--- config.mk ---
export PLATFORM = sky130hd
export DESIGN_NAME = can_bit_destuff
export DESIGN_NICKNAME = d
export VERILOG_FILES = /design/src/rtl/can_pkg.sv /design/src/rtl/can_run_counter.sv /design/src/rtl/can_bit_destuff.sv
export SDC_FILE = /design/constraint.sdc
export NUM_CORES = 1
export LEC_CHECK = 0
export ABC_AREA = 1
export BUFFER_PORTS_ARGS = -buffer_cell sky130_fd_sc_hd__clkbuf_2
export CORE_ASPECT_RATIO = 1.75
export CORE_MARGIN = 3
export CORE_UTILIZATION = 46
export CTS_BUF_LIST = sky130_fd_sc_hd__clkbuf_4 sky130_fd_sc_hd__clkbuf_8
export CTS_CLUSTER_SIZE = 40
export DETAILED_ROUTE_END_ITERATION = 10
export GPL_TIMING_DRIVEN = 0
export PLACE_DENSITY = 0.68
export RECOVER_POWER = 25
export SYNTH_ARGS = -nofsm -noshare
export SYNTH_HDL_FRONTEND = slang
export SYNTH_SLANG_ARGS = --single-unit
--- constraint.sdc ---
create_clock -name clk -period 1.7 [get_ports clk]
set_input_delay 0.17 -clock clk [delete_from_list [all_inputs] [get_ports clk]]
set_output_delay 0.17 -clock clk [all_outputs]
set_load 0.02 [all_outputs]
--- src/rtl/can_pkg.sv ---
// Shared definitions for the CAN receive bit-destuffing path.
package can_pkg;

    typedef enum logic [1:0] {
        ST_SYNC    = 2'd0,
        ST_IDLE    = 2'd1,
        ST_STUFFED = 2'd2,
        ST_PASS    = 2'd3
    } can_state_e;

    localparam logic CAN_DOMINANT  = 1'b0;
    localparam logic CAN_RECESSIVE = 1'b1;

    localparam int unsigned CAN_STUFF_LEN = 5;
    localparam int unsigned CAN_IDLE_LEN  = 11;

endpackage

--- src/rtl/can_run_counter.sv ---
// Saturating run-length counter with synchronous load; used for the stuff run and the recessive idle run.
module can_run_counter #(
    parameter int unsigned MAX = 5,
    parameter int unsigned W   = 4
) (
    input  logic         clk,
    input  logic         rst_n,
    input  logic         inc,
    input  logic         load,
    input  logic [W-1:0] load_val,
    output logic [W-1:0] count
);

    // Run register: load wins over increment, increment stops at MAX.
    always_ff @(posedge clk or negedge rst_n) begin
        if (!rst_n) begin
            count <= {W{1'b0}};
        end else if (load) begin
            count <= load_val;
        end else if (inc && (count < W'(MAX))) begin
            count <= count + W'(1);
        end else begin
            count <= count;
        end
    end

endmodule

--- src/rtl/can_bit_destuff.sv ---
// CAN receive destuffer: SOF detection, stuff-bit removal, CRC window and bus-idle tracking.
module can_bit_destuff
    import can_pkg::*;
#(
    parameter int unsigned STUFF_LEN = CAN_STUFF_LEN,
    parameter int unsigned IDLE_LEN  = CAN_IDLE_LEN,
    parameter int unsigned CNT_W     = 4
) (
    input  logic clk,
    input  logic rst_n,
    input  logic sample_en,
    input  logic rx_bit,
    input  logic stuff_en,
    output logic dout,
    output logic dout_valid,
    output logic crc_win,
    output logic sof,
    output logic stuff_drop,
    output logic stuff_err,
    output logic bus_idle
);

    can_state_e       state_r, state_s;
    logic             last_bit_r, last_bit_s;
    logic             exit_pend_r, exit_pend_s;
    logic             dout_s, dout_valid_s, sof_s, stuff_drop_s;
    logic             crc_win_s, stuff_err_s;
    logic             run_inc_s, run_load_s, idle_inc_s, idle_load_s;
    logic [CNT_W-1:0] run_load_val_s, idle_load_val_s;
    logic [CNT_W-1:0] run_cnt_s, idle_cnt_s;

    can_run_counter #(.MAX(STUFF_LEN), .W(CNT_W)) u_run_cnt (
        .clk      (clk),
        .rst_n    (rst_n),
        .inc      (run_inc_s),
        .load     (run_load_s),
        .load_val (run_load_val_s),
        .count    (run_cnt_s)
    );

    can_run_counter #(.MAX(IDLE_LEN), .W(CNT_W)) u_idle_cnt (
        .clk      (clk),
        .rst_n    (rst_n),
        .inc      (idle_inc_s),
        .load     (idle_load_s),
        .load_val (idle_load_val_s),
        .count    (idle_cnt_s)
    );

    // Next-state and next-output decode; nothing moves unless a sample is present.
    always_comb begin
        state_s         = state_r;
        last_bit_s      = last_bit_r;
        exit_pend_s     = exit_pend_r;
        dout_s          = dout;
        dout_valid_s    = 1'b0;
        sof_s           = 1'b0;
        stuff_drop_s    = 1'b0;
        crc_win_s       = crc_win;
        stuff_err_s     = stuff_err;
        run_inc_s       = 1'b0;
        run_load_s      = 1'b0;
        run_load_val_s  = {CNT_W{1'b0}};
        idle_inc_s      = 1'b0;
        idle_load_s     = 1'b0;
        idle_load_val_s = {CNT_W{1'b0}};

        if (sample_en) begin
            case (state_r)
                ST_SYNC: begin
                    if (rx_bit == CAN_RECESSIVE) begin
                        idle_inc_s = 1'b1;
                        if (idle_cnt_s == CNT_W'(IDLE_LEN - 1)) begin
                            state_s = ST_IDLE;
                        end else begin
                            state_s = ST_SYNC;
                        end
                    end else begin
                        idle_load_s = 1'b1;
                    end
                end
                ST_IDLE: begin
                    if (rx_bit == CAN_DOMINANT) begin
                        state_s        = ST_STUFFED;
                        dout_s         = CAN_DOMINANT;
                        dout_valid_s   = 1'b1;
                        sof_s          = 1'b1;
                        crc_win_s      = 1'b1;
                        stuff_err_s    = 1'b0;
                        last_bit_s     = CAN_DOMINANT;
                        exit_pend_s    = 1'b0;
                        run_load_s     = 1'b1;
                        run_load_val_s = CNT_W'(1);
                        idle_load_s    = 1'b1;
                    end else begin
                        state_s = ST_IDLE;
                    end
                end
                ST_STUFFED: begin
                    if (run_cnt_s == CNT_W'(STUFF_LEN)) begin
                        if (rx_bit != last_bit_r) begin
                            // Valid stuff bit: swallow it; a pending exit takes effect next sample.
                            stuff_drop_s   = 1'b1;
                            last_bit_s     = rx_bit;
                            run_load_s     = 1'b1;
                            run_load_val_s = CNT_W'(1);
                            exit_pend_s    = !stuff_en;
                        end else begin
                            stuff_err_s     = 1'b1;
                            crc_win_s       = 1'b0;
                            state_s         = ST_SYNC;
                            run_load_s      = 1'b1;
                            idle_load_s     = 1'b1;
                            idle_load_val_s = CNT_W'(rx_bit);
                        end
                    end else if (!stuff_en || exit_pend_r) begin
                        // End of stuffed region: this sample already belongs to PASS.
                        state_s      = ST_PASS;
                        crc_win_s    = 1'b0;
                        exit_pend_s  = 1'b0;
                        dout_s       = rx_bit;
                        dout_valid_s = 1'b1;
                        if (rx_bit == CAN_RECESSIVE) begin
                            idle_inc_s = 1'b1;
                        end else begin
                            idle_load_s = 1'b1;
                        end
                    end else begin
                        dout_s       = rx_bit;
                        dout_valid_s = 1'b1;
                        last_bit_s   = rx_bit;
                        if (rx_bit == last_bit_r) begin
                            run_inc_s = 1'b1;
                        end else begin
                            run_load_s     = 1'b1;
                            run_load_val_s = CNT_W'(1);
                        end
                    end
                end
                ST_PASS: begin
                    dout_s       = rx_bit;
                    dout_valid_s = 1'b1;
                    if (rx_bit == CAN_RECESSIVE) begin
                        idle_inc_s = 1'b1;
                        if (idle_cnt_s == CNT_W'(IDLE_LEN - 1)) begin
                            state_s = ST_IDLE;
                        end else begin
                            state_s = ST_PASS;
                        end
                    end else begin
                        idle_load_s = 1'b1;
                    end
                end
                default: begin
                    state_s = ST_SYNC;
                end
            endcase
        end else begin
            state_s = state_r;
        end
    end

    // State and registered outputs.
    always_ff @(posedge clk or negedge rst_n) begin
        if (!rst_n) begin
            state_r     <= ST_SYNC;
            last_bit_r  <= CAN_RECESSIVE;
            exit_pend_r <= 1'b0;
            dout        <= 1'b0;
            dout_valid  <= 1'b0;
            sof         <= 1'b0;
            stuff_drop  <= 1'b0;
            crc_win     <= 1'b0;
            stuff_err   <= 1'b0;
            bus_idle    <= 1'b0;
        end else begin
            state_r     <= state_s;
            last_bit_r  <= last_bit_s;
            exit_pend_r <= exit_pend_s;
            dout        <= dout_s;
            dout_valid  <= dout_valid_s;
            sof         <= sof_s;
            stuff_drop  <= stuff_drop_s;
            crc_win     <= crc_win_s;
            stuff_err   <= stuff_err_s;
            bus_idle    <= (state_s == ST_IDLE);
        end
    end

endmodule

==> results.cfg <==
[global_route]
grt_pass1_vias = 1127
grt_remaining_overflow = 0
grt_usage = 0.185
antenna_found_initial = 0
grt_pass1_wl_um = 4530
grt_max_degree = 20

[clock_network]
path_clk_slew_ps = 60
htree_levels = 1
cts_sinks = 19
clkLatencyLatePin_ps = 260
cts_tree = built
cts_buffers = 3
cts-root-buf = clkbuf_8
cts_max_path_buffers = 2

[sta]
worstMarginPinSlew_ps = 1010
final_hold_viol_count = 0
period_share = 0.936
layout_min_cycle_time_ps = 1590
timing.hold.ws_ps = 238
maxSlewHeadroom = 0.326
fin_skew_ps = 4.42
rsz0062_at_grt = no
finalSetupViolCount = 0
max_freq_mhz = 628
setup_tns_ps = 0
drv_slew = 0

[critical_path]
crit_path_max_fanout = 9
timing.critical_path.to_type = register
critPathLaunchType = register
cpMostUsedCell = inv_2
cpPeakStageDelay_ps = 420
worst_ep_required_time_ps = 1900
arrival_ps = 1790
cp_cell_sequence = inv_2 -> ha_1 -> buf_4 -> inv_2 -> nor2_4 -> inv_2 -> o211ai_2 -> nand2_1 -> inv_2 -> nand2_1 -> nand2_1
path_class = register to register
slowest_stage = dfrtp_1

[finish]
mostFrequentLayoutCells = 47 x nand2_1, 24 x inv_1, 17 x dfrtp_1, 14 x nand3_1, 12 x nor2_1
diodes = 0
finalNetCount = 204
final_common_cell = nand2_1
area_growth_pct = 14.2
seqCellArea_um2 = 478
final_area_mm2 = 0.00144
multi_input_area_um2 = 692
drive_gt1_frac = 0.188
fillCellCount = 240
final_util = 0.565

[synthesis]
synthesis.instances = 169
async_reset_ff_frac = 1.00
dominantRegCellSynth = dfrtp_1
synth_nets = 186
syn_area_mm2 = 0.00126
yosysTopAreaCell = dfrtp_1
synth.area.top_cells = dfrtp_1 36%, nand2_1 14%, ha_1 12%, inv_1 7.4%, nand3_1 5.5%
ys_warn_count = 0
synth_cell_types = 25
yosysTopAreaCellShare = 0.356
ys_seq_area_frac = 0.377
avgSynthCellArea_um2 = 7.48
synth_edf_count = 0
ys_seq_elements = 19

[placed_design]
dp_hpwl_um = 2210
gp_congestion = 0.855
post_dp_cell_area_mm2 = 0.00135
io_buffers = 11

[pwr]
ir_worst_vdd_mv = 0.758
p_leak_nw = 0.763
power_density_mw_per_mm2 = 1410

[floorplanning]
chipHeight_um = 75.3
die_area_mm2 = 0.00344
initial_core_util = 0.495
core_mm2 = 0.00255
ioPinCount = 12
rows = 24
fp.dieW_um = 45.6

[drt]
first_pass_iters = 4
wl_per_cell_um = 13.0
drc = 0
drt_iter0_drc = 34
vias = 1121
wirelength_um = 2750
routed_via_density = 5.29
ant_nets = 0

[flow_run]
maxCapViolations = 0

[min_path]
min_path_type = input pin to register

[status]
status = finished clean
==> Yosys cell counts, types with 2 or more instances <==
cell type,count
a21oi_1,10
o21ai_0,7
nand2_1,47
a31oi_1,2
o21ai_1,2
nor2_2,2
buf_4,2
inv_2,2
ha_1,12
inv_1,25
nor2_1,13
nand3_1,14
dfrtp_1,18
nand2_2,2
==> area by class of cell <==
| class | instances | area share |
|---|---|---|
| Buffer | 2 | 0.0104 |
| Clock buffer | 4 | 0.0338 |
| Inverter | 28 | 0.0729 |
| Multi-Input combinational cell | 120 | 0.480 |
| Sequential cell | 19 | 0.331 |
| Tap cell | 26 | 0.0225 |
| Timing Repair Buffer | 13 | 0.0494 |
==> registers in the layout, indices dropped and copies added, names as in the netlist <==
signal and flops:
u_idle_cnt.count 4, bus_idle 1, dout 1, dout_valid 1, last_bit_r 1, u_run_cnt.count 4, exit_pend_r 1, crc_win 1
stuff_err 1, sof 1, stuff_drop 1, state_r 2
==> final timing paths <==
kind / cells after the start / slack (ps) / endpoint / startpoint
setup / recovery: 11 / 110 / u_run_cnt.count[0]$_DFFE_PN0P_ / state_r[0]$_DFF_PN0_
hold / removal: 3 / 240 / dout_valid$_DFF_PN0_ / sample_en
setup reg to reg: 11 / 110 / u_run_cnt.count[0]$_DFFE_PN0P_ / state_r[0]$_DFF_PN0_
hold reg to reg: 2 / 480 / exit_pend_r$_DFFE_PN0P_ / exit_pend_r$_DFFE_PN0P_
max in group asynchronous: 2 / 420 / state_r[1]$_DFF_PN0_ / rst_n
min in group asynchronous: 2 / 600 / stuff_err$_DFFE_PN0P_ / rst_n
==> metal layers <==
metal	track usage	share of wire	wire length, um
met1	0.169	0.37	1020
met3	0.0213	0.015	40
met4	0.101	0.024	65
met5	0	0	0
met2	0.365	0.59	1630
==> worst max-delay path: cells and delay by family, from the launching register on <==
kind,cells,cell delay [ps]
compound gates,1,50
fa+ha+maj,1,150
buf+inv,5,510
flops,1,420
simple gates,4,390
==> where the power goes <==
group,internal (W),total (W),switching (W)
Clock,0.000183,0.000331,0.000148
Sequential,0.000594,0.000705,0.000110
Combinational,0.000355,0.000992,0.000637
==> per-stage QoR <==
| step | std cells | worst slack [ps] | power (W) |
|---|---|---|---|
| after CTS | 211 | 9.97 | 0.00199 |
| after global routing | 212 | 3.94 | 0.00221 |
| final | 212 | 109 | 0.00203 |
| after detailed placement | 206 | 35.3 | 0.00165 |
| after global placement | 206 | 40.8 | 0.00162 |
| after floorplan | 169 | 243 | 0.00139 |
==> timing repair <==
item / 4_1_cts / 5_1_grt
gates resized for setup: 0 / 8
setup endpoints to repair: 0 / 11
hold buffers: 1 / 0
hold endpoints to repair: 18 / 0
buffers inserted: 0 / 1
==> cell families after synthesis <==
kind of cell               Yosys count  synth area share
DFF                                 19             0.377
buffers and inverters               30            0.0950
adders and majority gates           12             0.119
AOI/OAI and AO/OA                   24             0.108
and+or+nand+nor                     84             0.301
(Power assumes the default switching activity.)
